`config.mk`:
```
export PLATFORM = sky130hd
export DESIGN_NAME = alu_sequencer
export DESIGN_NICKNAME = d
export VERILOG_FILES = /design/src/rtl/alu_seq_pkg.sv /design/src/rtl/alu_sequencer_rr_arbiter.sv /design/src/rtl/alu_sequencer.sv
export SDC_FILE = /design/constraint.sdc
export NUM_CORES = 1
export LEC_CHECK = 0
export ABC_AREA = 1
export ABC_CLOCK_PERIOD_IN_PS = 1700
export CAP_MARGIN = 20
export CORE_UTILIZATION = 39
export CTS_CLUSTER_SIZE = 25
export DETAILED_ROUTE_END_ITERATION = 8
export PLACE_DENSITY = 0.8
export SYNTH_ARGS = -nofsm -noshare
export SYNTH_HDL_FRONTEND = slang
export SYNTH_SLANG_ARGS = --single-unit
```
`constraint.sdc`:
```
create_clock -name clk -period 1.7 [get_ports clk]
set_input_delay 0.34 -clock clk [delete_from_list [all_inputs] [get_ports clk]]
set_output_delay 0.34 -clock clk [all_outputs]
set_load 0.01 [all_outputs]
```
`src/rtl/alu_seq_pkg.sv`:
```
// rtl/alu_seq_pkg.sv - shared opcode, flag and state definitions for alu_sequencer
//
// Purpose: one-hot ALU opcode encodings, result-flag bit positions and the
// sequencer FSM state type. Imported by alu_sequencer and its testbench.
// Ports: none (package).

package alu_seq_pkg;

    localparam logic [6:0] OP_ADD = 7'b0000001;
    localparam logic [6:0] OP_SUB = 7'b0000010;
    localparam logic [6:0] OP_AND = 7'b0000100;
    localparam logic [6:0] OP_OR  = 7'b0001000;
    localparam logic [6:0] OP_NOT = 7'b0010000;
    localparam logic [6:0] OP_SHL = 7'b0100000;
    localparam logic [6:0] OP_SHR = 7'b1000000;

    localparam int FLAG_CARRY = 0;
    localparam int FLAG_ZERO  = 1;
    localparam int FLAG_POS   = 2;

    typedef enum logic [1:0] {
        IDLE    = 2'd0,
        LOAD    = 2'd1,
        WAIT    = 2'd2,
        CAPTURE = 2'd3
    } seq_state_t;

endpackage

```
`src/rtl/alu_sequencer_rr_arbiter.sv`:
```
// rtl/alu_sequencer_rr_arbiter.sv - round-robin arbiter with combinational grant
//
// Purpose: grants the first requesting bit at or after the rotating pointer.
// The pointer moves to (granted index + 1) mod NREQ on the accept edge.
// Ports:
//   clk_i     clock
//   rst_ni    asynchronous active-low reset (pointer -> 0)
//   req_i     NREQ request bits
//   accept_i  grant consumed this cycle; advances the pointer
//   grant_o   one-hot grant (zero when no request)
//   idx_o     binary index of the granted requester

module rr_arbiter #(
    parameter int  NREQ = 2,
    localparam int IW   = (NREQ > 1) ? $clog2(NREQ) : 1
) (
    input  logic            clk_i,
    input  logic            rst_ni,
    input  logic [NREQ-1:0] req_i,
    input  logic            accept_i,
    output logic [NREQ-1:0] grant_o,
    output logic [IW-1:0]   idx_o
);

    logic [IW-1:0] ptr_q;
    logic [IW-1:0] ptr_d;
    logic          found;
    int            cand;

    // Walk the requesters cyclically starting at the pointer; first hit wins.
    always_comb begin
        grant_o = '0;
        idx_o   = '0;
        found   = 1'b0;
        cand    = 0;
        for (int off = 0; off < NREQ; off++) begin
            cand = int'(ptr_q) + off;
            if (cand >= NREQ) begin
                cand = cand - NREQ;
            end
            if (!found && req_i[cand]) begin
                found         = 1'b1;
                grant_o[cand] = 1'b1;
                idx_o         = IW'(cand);
            end
        end
    end

    always_comb begin
        ptr_d = ptr_q;
        if (accept_i) begin
            ptr_d = (idx_o == IW'(NREQ - 1)) ? '0 : idx_o + IW'(1);
        end
    end

    always_ff @(posedge clk_i or negedge rst_ni) begin
        if (!rst_ni) begin
            ptr_q <= '0;
        end else begin
            ptr_q <= ptr_d;
        end
    end

endmodule

```
`src/rtl/alu_sequencer.sv`:
```
// rtl/alu_sequencer.sv - sequences a shared registered 8-bit ALU for NREQ requesters
//
// Purpose: round-robin picks a requester, operands are latched, the ALU is
// loaded (LOAD), held for its latency (WAIT, oe in the last cycle), the result
// is captured (CAPTURE) and returned with a one-cycle one-hot resp_valid.
// Optional macro ALU_SEQ_CARRY_CHAIN_EN: per-requester stored carry, selected
// into alu_fi[0] when req_chain is set at accept.
// Ports:
//   clk, rst (async active-low)
//   req_valid/req_ready       per-requester handshake, ready is the one-hot grant
//   req_a/req_b/req_op/req_cin/req_chain  packed per-requester request fields
//   resp_valid/resp_data/resp_flags       completion pulse and held result
//   alu_a/alu_b/alu_fi/alu_op/alu_wa/alu_wb/alu_oe  ALU drive
//   alu_d/alu_fo              ALU result and flags

module alu_sequencer
    import alu_seq_pkg::*;
#(
    parameter int NREQ    = 2,
    parameter int ALU_LAT = 3
) (
    input  logic              clk,
    input  logic              rst,
    input  logic [NREQ-1:0]   req_valid,
    output logic [NREQ-1:0]   req_ready,
    input  logic [8*NREQ-1:0] req_a,
    input  logic [8*NREQ-1:0] req_b,
    input  logic [7*NREQ-1:0] req_op,
    input  logic [NREQ-1:0]   req_cin,
    input  logic [NREQ-1:0]   req_chain,
    output logic [NREQ-1:0]   resp_valid,
    output logic [7:0]        resp_data,
    output logic [7:0]        resp_flags,
    output logic [7:0]        alu_a,
    output logic [7:0]        alu_b,
    output logic [7:0]        alu_fi,
    output logic [6:0]        alu_op,
    output logic              alu_wa,
    output logic              alu_wb,
    output logic              alu_oe,
    input  logic [7:0]        alu_d,
    input  logic [7:0]        alu_fo
);

    localparam int IW = (NREQ > 1) ? $clog2(NREQ) : 1;
    localparam int CW = $clog2(ALU_LAT) + 1;

    seq_state_t    state_q, state_d;
    logic [CW-1:0] cnt_q, cnt_d;
    logic [7:0]    a_q, b_q;
    logic [6:0]    op_q;
    logic          fi_q;
    logic [IW-1:0] idx_q;

    logic [NREQ-1:0] resp_valid_q;
    logic [7:0]      resp_data_q;
    logic [7:0]      resp_flags_q;

    logic [NREQ-1:0] grant;
    logic [IW-1:0]   grant_idx;
    logic            accept;
    logic            fi_sel;

    rr_arbiter #(.NREQ(NREQ)) u_arb (
        .clk_i    (clk),
        .rst_ni   (rst),
        .req_i    (req_valid & {NREQ{state_q == IDLE}}),
        .accept_i (accept),
        .grant_o  (grant),
        .idx_o    (grant_idx)
    );

    // Ready is forced low while reset is asserted so the grant never leaks out.
    assign req_ready = (state_q == IDLE && rst) ? grant : '0;
    assign accept    = |(req_valid & req_ready);

`ifdef ALU_SEQ_CARRY_CHAIN_EN
    logic [NREQ-1:0] carry_q;
    logic            unused_fo;

    assign fi_sel    = req_chain[grant_idx] ? carry_q[grant_idx] : req_cin[grant_idx];
    assign unused_fo = ^alu_fo[7:3];

    always_ff @(posedge clk or negedge rst) begin
        if (!rst) begin
            carry_q <= '0;
        end else if (state_q == CAPTURE) begin
            carry_q[idx_q] <= alu_fo[FLAG_CARRY];
        end
    end
`else
    logic unused_in;

    assign fi_sel    = req_cin[grant_idx];
    // Chain select and the upper ALU flag bits have no consumer in this build.
    assign unused_in = ^{req_chain, alu_fo[7:3]};
`endif

    always_comb begin
        state_d = state_q;
        cnt_d   = cnt_q;
        alu_a   = '0;
        alu_b   = '0;
        alu_fi  = '0;
        alu_op  = '0;
        alu_wa  = 1'b0;
        alu_wb  = 1'b0;
        alu_oe  = 1'b0;
        case (state_q)
            IDLE: begin
                if (accept) begin
                    state_d = LOAD;
                end
            end
            LOAD: begin
                alu_wa  = 1'b1;
                alu_wb  = 1'b1;
                alu_a   = a_q;
                alu_b   = b_q;
                alu_op  = op_q;
                alu_fi  = {7'b0, fi_q};
                state_d = WAIT;
                cnt_d   = CW'(ALU_LAT - 1);
            end
            WAIT: begin
                // Operands stay on the bus: shift ops read the raw inputs.
                alu_a  = a_q;
                alu_b  = b_q;
                alu_op = op_q;
                alu_fi = {7'b0, fi_q};
                if (cnt_q == CW'(1)) begin
                    alu_oe  = 1'b1;
                    state_d = CAPTURE;
                    cnt_d   = '0;
                end else begin
                    cnt_d = cnt_q - CW'(1);
                end
            end
            CAPTURE: begin
                state_d = IDLE;
            end
            default: begin
                state_d = IDLE;
            end
        endcase
    end

    always_ff @(posedge clk or negedge rst) begin
        if (!rst) begin
            state_q      <= IDLE;
            cnt_q        <= '0;
            a_q          <= '0;
            b_q          <= '0;
            op_q         <= '0;
            fi_q         <= 1'b0;
            idx_q        <= '0;
            resp_valid_q <= '0;
            resp_data_q  <= '0;
            resp_flags_q <= '0;
        end else begin
            state_q <= state_d;
            cnt_q   <= cnt_d;
            if (accept) begin
                a_q   <= req_a[grant_idx*8 +: 8];
                b_q   <= req_b[grant_idx*8 +: 8];
                op_q  <= req_op[grant_idx*7 +: 7];
                fi_q  <= fi_sel;
                idx_q <= grant_idx;
            end
            resp_valid_q <= '0;
            if (state_q == CAPTURE) begin
                resp_valid_q <= NREQ'(1) << idx_q;
                resp_data_q  <= alu_d;
                resp_flags_q <= {5'b0, alu_fo[FLAG_POS], alu_fo[FLAG_ZERO], alu_fo[FLAG_CARRY]};
            end
        end
    end

    assign resp_valid = resp_valid_q;
    assign resp_data  = resp_data_q;
    assign resp_flags = resp_flags_q;

endmodule
```
==> impl_metrics.tcl <==
set metrics [dict create \
    cts_tree "done" \
    cp_max_fo 7 \
    synth_commonest_cells "nand2_1 (140), dfrtp_1 (44), inv_1 (35)" \
    arrival_ns 1.46 \
    grt.overflow.total 0 \
    multi_input_area_mm2 0.00105 \
    via_per_inst 4.49 \
    syn-cell-area_mm2 0.00230 \
    ys_seq_area_share_pct 47.8 \
    synth_compound_area_share_pct 1.30 \
    slew_violations 0 \
    critPathSlowestCell "dfrtp_1" \
    leakagePower_nw 1.98 \
    synth_top_family_by_area "simple AND/OR/NAND/NOR gates" \
    ys_warn_count 0 \
    swShare_pct 39.7 \
    cts_buffer_depth 2 \
    synth_most_common_cell "nand2_1" \
    first_iter_violations 93 \
    layout-drive-gt1-share_pct 27.1 \
    crit_path_end "alu_a[6]" \
    num_rows 27 \
    grt_max_degree 45 \
    power_frac_comb_pct 60.2 \
    synth-simple-area-share_pct 32.0 \
    nets 496 \
    setup_viol 15 \
    r2r-start "state_q[0]" \
    antenna_found_initial 0 \
    rsz0062_at_grt "true" \
    die_w_um 78.8 \
    area_delta_synth_final_pct 61.2 \
    synth_area_leaders "dfrtp_1 (48%), nand2_1 (23%), nand3_1 (6.1%), inv_1 (5.7%), buf_4 (4.2%)" \
    seq_area_mm2 0.00110 \
    async_flop_share_pct 100 \
    synthCells 299 \
    clock-root-buffer "clkbuf_8" \
    ys_ff_latch 44 \
    design_area_mm2 0.00371 \
    start_kind "flip-flop" \
    max_stage_delay_ns 0.39 \
    timing.reg2reg.setup_slack_ns 0.09 \
    die_area_mm2 0.00621 \
    numCtsBuffers 5 \
    first_global_vias 2177 \
    wl_per_cell_um 12.1 \
    vias 2208 \
    cts_sinks 44 \
    clock_latency_ns 0.29 \
    fin_util_pct 66.2 \
    drc 0 \
    fin_worst_skew_ns 0.00577 \
    synthFlopType "dfrtp_1" \
    ir_drop_mv 0.977 \
    p_per_area_mw_per_mm2 1780 \
    final.period_utilization_pct 106 \
    synth_top_area_cell "dfrtp_1" \
    synth_xor_area_share_pct 0.380 \
    tightest_slew_ns 0.546 \
    fillers 493 \
    failed_checks "negative setup slack" \
    initial_core_util_pct 41.1 \
    crit_path_end_kind "output pin" \
    grt_usage_pct 20.2 \
    max_slew_margin_pct 63.6 \
    htreeDepth 2 \
    ys_types 21 \
    rr_endpoint "b_q[0]" \
    avgSynthCellArea_um2 7.70 \
    numPortBuffers 104 \
    io_pins 124 \
    synth_top_area_share_pct 47.8 \
    totalWireLength_um 5960 \
    worstSetupPathType "reg -> out" \
    p_total_mw 6.63 \
    p_int_mw 4.00 \
    setup.worst_path.start "state_q[0]" \
    setup_tns_ns -1.04 \
    status "finished, violations left" \
    p_switching_mw 2.63 \
    max_cap_viol_count 0 \
    dp_hpwl_um 4160 \
    gp_congestion 0.739 \
    grt_pass1_wl_um 9700 \
    crit_required_ns 1.36 \
    dr.pass1.iters 4 \
    reg2regPathDepth 11 \
    placed_area_mm2 0.00339 \
    synthMuxAreaShare_pct 0 \
    crit_chain "inv_2 > ha_4 > buf_6 > buf_12 > nand2_2 > inv_2 > buf_6" \
    die_height_um 78.8 \
    p_seq_share_pct 28.0 \
    synth-edff-count 0 \
    antennaDiodeCount 0 \
    hold_viol_final 0 \
    min_period_ns 1.80 \
    clkPwrFrac_pct 11.7 \
    ant_nets 0 \
    synth-adder-area-share_pct 3.80 \
    fmax_mhz 556 \
    path_clk_slew_ns 0.08 \
    hold_path.class "in -> async" \
    core_mm2 0.00561 \
    setup_slack_ns -0.0977 \
]
==> what timing repair did <==
action	4_1_cts	5_1_grt
setup buffers	7	5
cloned	1	0
pin swaps	6	6
gates resized for setup	151	50
setup endpoints to repair	29	30
hold buffers	0	0
==> layer usage <==
layer | vias up | track usage (%) | share of wire (%)
met5 | - | 0 | 0
met4 | 0 | 9.09 | 1.5
met3 | 9 | 5.17 | 6.0
met2 | 74 | 37.0 | 53
met1 | 1016 | 21.6 | 39
li1 | 1109 | - | -
==> cell type report <==
class                      instances  area share, %
clock buffer                       6           1.95
clock inverter                     2          0.944
inverter                          38           4.04
multi-input combinational        204           28.3
tap                               72           2.43
timing repair buffer             126           32.7
sequential                        44           29.7
==> cells in the final DEF (no fill, tap or decap), types with 2 or more instances in the layout <==
cell             netlist  layout
ha_4                   0       3
conb_1                 1      12
nor2_1                 5       5
nand2_4                2      10
buf_4                 13      16
clkbuf_8               0       5
inv_1                 35      18
nand2_2                1      19
buf_12                 0       2
dfrtp_1               44      44
clkdlybuf4s50_1        0      74
nand3_1               28      28
buf_2                  0      12
inv_4                  3       3
inv_2                  0      17
ha_1                   7       4
buf_6                  6      21
a21oi_1                2       2
nand2_1              140     114
==> through the flow <==
stage	hold WS, ns	instances	setup WS, ns
2_1_floorplan	0.0444	310	0.172
3_5_place_dp	0.458	476	-0.340
6_report	0.188	492	-0.0977
4_1_cts	0.186	492	-0.108
3_3_place_gp	0.441	476	-0.321
5_1_grt	0.236	492	-0.170
==> how the worst min path moves through the flow <==
stage | start | to | slack [ns] | cells after the start
final | rst | cnt_q[1] | 0.19 | 2
after detailed placement | resp_data[4] | resp_data[4] | 0.46 | 2
after global placement | idx_q | resp_valid[0] | 0.44 | 1
after global routing | rst | cnt_q[0] | 0.24 | 2
after floorplan | rst | a_q[0] | 0.04 | 0
after CTS | rst | b_q[6] | 0.19 | 2
==> flip-flops by register name, summed over array words and instances (netlist names), 2 cells and up <==
register	cells
state_q	2
resp_valid	2
b_q	8
resp_data	8
op_q	7
a_q	8
resp_flags	3
cnt_q	3
==> worst max-delay path: cells and delay by family, from the launching register on <==
kind,cells,cell delay (ns)
flip-flops,1,0.39
adder cells (fa/ha/maj),1,0.22
AND/OR/NAND/NOR,1,0.06
buffers and inverters,5,0.49
==> power by group through the flow <==
stage / Combinational [mW] / Clock, mW / Sequential [mW]
6_report: 3.99 / 0.778 / 1.86
5_1_grt: 4.37 / 0.855 / 1.90
4_1_cts: 3.56 / 0.797 / 1.80
3_5_place_dp: 3.17 / 0 / 1.79
3_3_place_gp: 3.10 / 0 / 1.76
2_1_floorplan: 1.56 / 0 / 1.82
==> cells by family after synthesis <==
family	after synthesis
AO/OA/AOI/OAI	5
XOR/XNOR	1
adder cells (fa/ha/maj)	7
buffers and inverters	62
flip-flops	44
other	1
AND/OR/NAND/NOR	179
(Power assumes the default switching activity.)
